==> src/rtl/alu_pkg.sv <==
`default_nettype none
// ============================================================================
//  Module      : alu_pkg
//  Description : Opcode and sequencer-state types shared by alu_sequencer
//                and its clients, plus the illegal-op / divide-by-zero screen.
//  Revision    : 1.0  initial release
// ============================================================================
package alu_pkg;

    typedef enum logic [3:0] {
        ADD = 4'd0,
        SUB = 4'd1,
        MUL = 4'd2,
        DIV = 4'd3,
        REM = 4'd4,
        AND = 4'd5,
        OR  = 4'd6,
        XOR = 4'd7,
        SHL = 4'd8,
        SHR = 4'd9
    } alu_op_e;

    typedef enum logic [1:0] {
        IDLE = 2'd0,
        EXEC = 2'd1,
        HOLD = 2'd2
    } seq_state_e;

    // Highest opcode the ALU implements; anything above is rejected.
    localparam logic [3:0] OP_LAST = 4'h9;

    // True when the ALU result must not be released: unknown opcode, or a
    // division/remainder whose divisor is zero.
    function automatic logic op_faults(input logic [3:0] op, input logic b_is_zero);
        logic w_div_like;
        w_div_like = (op == DIV) || (op == REM);
        return (op > OP_LAST) || (w_div_like && b_is_zero);
    endfunction

endpackage
`default_nettype wire

==> src/rtl/alu_sequencer.sv <==
`default_nettype none
// ============================================================================
//  Module      : alu_sequencer
//  Description : Command/response front end for a combinational ALU. Latches
//                one request, lets the ALU settle for a cycle, captures the
//                result and flags (or an error response) and holds them until
//                the consumer takes them. One operation in flight at a time.
//  Revision    : 1.0  initial release
// ============================================================================
module alu_sequencer
    import alu_pkg::*;
#(
    parameter int W     = 4,
    parameter int CNT_W = 16
) (
    input  logic             clk,
    input  logic             rst,
    input  logic             cmd_valid,
    output logic             cmd_ready,
    input  logic [W-1:0]     cmd_a,
    input  logic [W-1:0]     cmd_b,
    input  logic [3:0]       cmd_op,
    output logic [W-1:0]     alu_a,
    output logic [W-1:0]     alu_b,
    output logic [9:0]       alu_op,
    input  logic [W-1:0]     alu_result,
    input  logic [3:0]       alu_nzcv,
    output logic             rsp_valid,
    input  logic             rsp_ready,
    output logic [W-1:0]     rsp_result,
    output logic [3:0]       rsp_nzcv,
    output logic             rsp_err,
    output logic [CNT_W-1:0] op_count
);

    // Flags reported with an error response: result forced to zero, so Z=1.
    localparam logic [3:0] c_ERR_NZCV = 4'b0100;

    seq_state_e  r_state;
    logic [3:0]  r_op;
    logic        w_err;

    // Handshake strobes follow the state directly, so an asynchronous reset
    // drops rsp_valid in the same instant the state clears.
    always_comb begin
        cmd_ready = (r_state == IDLE);
        rsp_valid = (r_state == HOLD);
        w_err     = op_faults(r_op, (alu_b == '0));
    end

    assign alu_op = {6'b0, r_op};

    // Sequencer FSM together with the operand, response and counter registers.
    always_ff @(posedge clk or posedge rst) begin
        if (rst) begin
            r_state    <= IDLE;
            r_op       <= '0;
            alu_a      <= '0;
            alu_b      <= '0;
            rsp_result <= '0;
            rsp_nzcv   <= '0;
            rsp_err    <= 1'b0;
            op_count   <= '0;
        end else begin
            case (r_state)
                IDLE: begin
                    if (cmd_valid) begin
                        alu_a   <= cmd_a;
                        alu_b   <= cmd_b;
                        r_op    <= cmd_op;
                        r_state <= EXEC;
                    end
                end
                EXEC: begin
                    // Operands have been stable for a full cycle; sample now.
                    if (w_err) begin
                        rsp_err    <= 1'b1;
                        rsp_result <= '0;
                        rsp_nzcv   <= c_ERR_NZCV;
                    end else begin
                        rsp_err    <= 1'b0;
                        rsp_result <= alu_result;
                        rsp_nzcv   <= alu_nzcv;
                    end
                    r_state <= HOLD;
                end
                HOLD: begin
                    if (rsp_ready) begin
                        r_state <= IDLE;
                        if (op_count != '1) begin
                            op_count <= op_count + 1'b1;
                        end
                    end
                end
                default: begin
                    r_state <= IDLE;
                end
            endcase
        end
    end

endmodule
`default_nettype wire
==> config.mk <==
export PLATFORM = sky130hd
export DESIGN_NAME = alu_sequencer
export DESIGN_NICKNAME = d
export VERILOG_FILES = /design/src/rtl/alu_pkg.sv /design/src/rtl/alu_sequencer.sv
export SDC_FILE = /design/constraint.sdc
export NUM_CORES = 1
export LEC_CHECK = 0
export ABC_CLOCK_PERIOD_IN_PS = 2650
export BUFFER_PORTS_ARGS = -buffer_cell sky130_fd_sc_hd__buf_2
export CORE_MARGIN = 4
export CORE_UTILIZATION = 48
export CTS_CLUSTER_DIAMETER = 30
export DETAILED_ROUTE_END_ITERATION = 8
export PLACE_DENSITY = 0.86
export SLEW_MARGIN = 0
export SYNTH_ARGS = -nofsm -noshare
export SYNTH_HDL_FRONTEND = slang
export SYNTH_SLANG_ARGS = --single-unit
==> constraint.sdc <==
create_clock -name clk -period 2.65 [get_ports clk]
set_clock_uncertainty 0.2 [all_clocks]
set_input_delay 0.1325 -clock clk [delete_from_list [all_inputs] [get_ports clk]]
set_output_delay 0.1325 -clock clk [all_outputs]
set_load 0.02 [all_outputs]
==> reports/qor.yml <==
run_status: "complete, no violations"
intPower_mw: 1.379
ys_warn_count: 0
max_freq_mhz: 491.6
vias_per_cell: 5.139
worst_setup_path_start_kind: "flop"
fillers: 257
synthesis.area_per_instance_sq_um: 11.94
synth_cell_types: 33
clk_path_buf_depth: 2
yosysSeqAreaShare_pct: 55.60
num_vias: 1439
fin_total_pwr_mw: 2.279
first_pass_iters: 4
timing.setup.tns_ps: 0
hpwlAfterDp_microns: 2741
antenna_found_initial: 0
period_minus_slack_ps: 2034
pwr-share-clk_pct: 17.5
final_hold_viol_count: 0
routed_wl_microns: 4033
maxCapViolCount: 0
drive_above_1_share_pct: 38.89
power_frac_seq_pct: 42.3
path_cells: "ha_1, nand4_2, nor4_4, nor2_2, mux2_4"
port_buffers: 62
first_iter_violations: 81
synth_edf_count: 0
io_pins: 69
cts_root_buf: "clkbuf_8"
rsz0062_at_grt: "no"
cp_num_buf_inv: 0
setup_viol: 0
syn_inst: 147
arrival_ps: 2010
synth.most_common_cell: "dfrtp_1"
syn_area_sq_mm: 0.001755
core_area_sq_mm: 0.003442
grt_overflow_total: 0
area_growth_syn_to_layout_pct: 36.42
die_area_sq_mm: 0.004689
cp-end-kind: "flop"
swShare_pct: 39.49
p_sw_mw: 0.8999
ys_top_cells_by_count: "dfrtp_1 (39), mux2_2 (14), xor2_1 (12), nand2_1 (9)"
grt_pass1_wl_microns: 6796
synth_area_leaders: "dfrtp_1 (56%), mux2_2 (9.0%), xor2_1 (6.0%)"
cp_max_fo: 7
synth_top_area_share_pct: 55.60
gp_congestion: 0.8361
die_w_microns: 68.48
hp-class: "in -> reg"
tightestPinTransition_ps: 700.1
num_rows: 21
synth-seq-cells: 39
drv_slew: 0
crit_family: "simple AND/OR/NAND/NOR gates"
power_frac_comb_pct: 40.2
h-tree-depth: 2
cp_slowest_cell: "nor4_4"
n_antenna_cell: 0
numCtsBuffers: 5
synth_largest_area_cell: "dfrtp_1"
crit_required_ps: 2630
grt_pass1_vias: 1436
clkTransAtPathRegs_ps: 70
drcViolationCount: 0
die_y_microns: 68.48
start_util_pct: 51.00
power.leakage_nw: 1.259
power_density_mw_per_mm2: 951.5
ir_worst_vdd_v: 0.0006273
worstSetupPathType: "reg -> reg"
slowest_delay_ps: 480
fin_crit_sh_pct: 76.75
cts_sinks: 39
ant_nets: 0
async_flop_share_pct: 100.0
grt_max_degree: 40
nNetsFinal: 259
clk_latency_ps: 290
wl_per_cell_microns: 14.40
grtUsageTotal_pct: 19.75
slew-limit-headroom_pct: 53.33
ys.flop_type: "dfrtp_1"
cts_tree: "yes"
[layer usage]
metal  track usage, %  vias up  share of wire, %
li1                 -      683                 -
met1            23.79      682                41
met2            30.15       60                47
met3            8.374       14               9.2
met4            9.677        0               2.7
met5                0        -                 0
[area by class of cell]
class | count | area [sq um] | area share, %
sequential | 39 | 975.9 | 40.75
timing repair buffer | 85 | 538.0 | 22.47
tap | 46 | 57.56 | 2.403
multi-input combinational | 100 | 724.4 | 30.25
inverter | 3 | 11.26 | 0.4702
clock buffer | 6 | 82.58 | 3.448
clock inverter | 1 | 5.005 | 0.2090
[sequential cells by signal, summed over array words and instances, names as in the netlist]
| name | cells |
|---|---|
| alu_b | 4 |
| rsp_nzcv | 4 |
| rsp_result | 4 |
| r_state | 2 |
| r_op | 4 |
| rsp_err | 1 |
| alu_a | 4 |
| op_count | 16 |
[worst paths after layout]
path                       slack [ps]          end        start  cells past startpoint
setup / recovery                  620  op_count[1]  op_count[0]                      5
hold / removal                    180   r_state[0]    cmd_valid                      2
setup reg to reg                  620  op_count[1]  op_count[0]                      5
hold reg to reg                   300  rsp_nzcv[3]  rsp_nzcv[3]                      1
max in group asynchronous        1610     alu_b[0]          rst                      4
min in group asynchronous         300  op_count[3]          rst                      4
[cell families (layout without fill, tap and decap cells)]
logic type,count (synthesis),count (layout),share of synthesized area [%]
fa+ha+maj,1,1,0.7126
flops,39,39,55.60
simple gates,52,52,17.46
mux,15,15,9.836
buf+inv,13,95,4.205
other cells,1,6,0.2136
xor+xnor,13,13,6.486
compound gates,13,13,5.489
[per-stage QoR]
step / setup WS [ps] / area [sq um] / util, % / hold slack (ps) / instances
after global placement: 712.6 / 2087 / 60.63 / 72.53 / 251
final: 616.0 / 2395 / 69.57 / 184.3 / 280
after global routing: 452.4 / 2395 / 69.57 / 206.3 / 280
after detailed placement: 622.4 / 2087 / 60.63 / 78.43 / 251
after floorplan: 621.1 / 1774 / - / 40.12 / 152
after CTS: 606.5 / 2395 / 69.57 / 175.4 / 280
[cells in the final DEF (no fill, tap or decap), types with 3 or more instances in the layout]
cell type,count
a22o_1,7
buf_2,62
clkbuf_8,6
conb_1,6
dfrtp_1,39
dlygate4sd3_1,22
inv_1,3
mux2_2,14
nand2_1,9
nand2b_1,4
nand3_1,6
nand4_1,4
nor2_1,8
nor3_1,8
xor2_1,12
[worst reg2reg max path: stages, from the launching register on]
cell and delay (ps):
dfrtp_1 420, ha_1 250, nand4_2 160, nor4_4 480, nor2_2 90, mux2_4 310
[what timing repair did]
action                                 CTS  global route
buffers inserted                         0             0
endpoints found under the hold margin   60             0
hold buffers                            22             0
resized for setup                        0             0
[power by group through the flow]
stage | Clock (mW) | Combinational (mW) | Sequential, mW
finish | 0.400 | 0.916 | 0.963
CTS | 0.416 | 0.917 | 0.961
detailed placement | 0 | 0.889 | 0.968
floorplan | 0 | 0.387 | 1.17
global placement | 0 | 0.874 | 0.959
global route | 0.439 | 1.00 | 0.996
No activity file was read; power rests on OpenSTA's default activity.
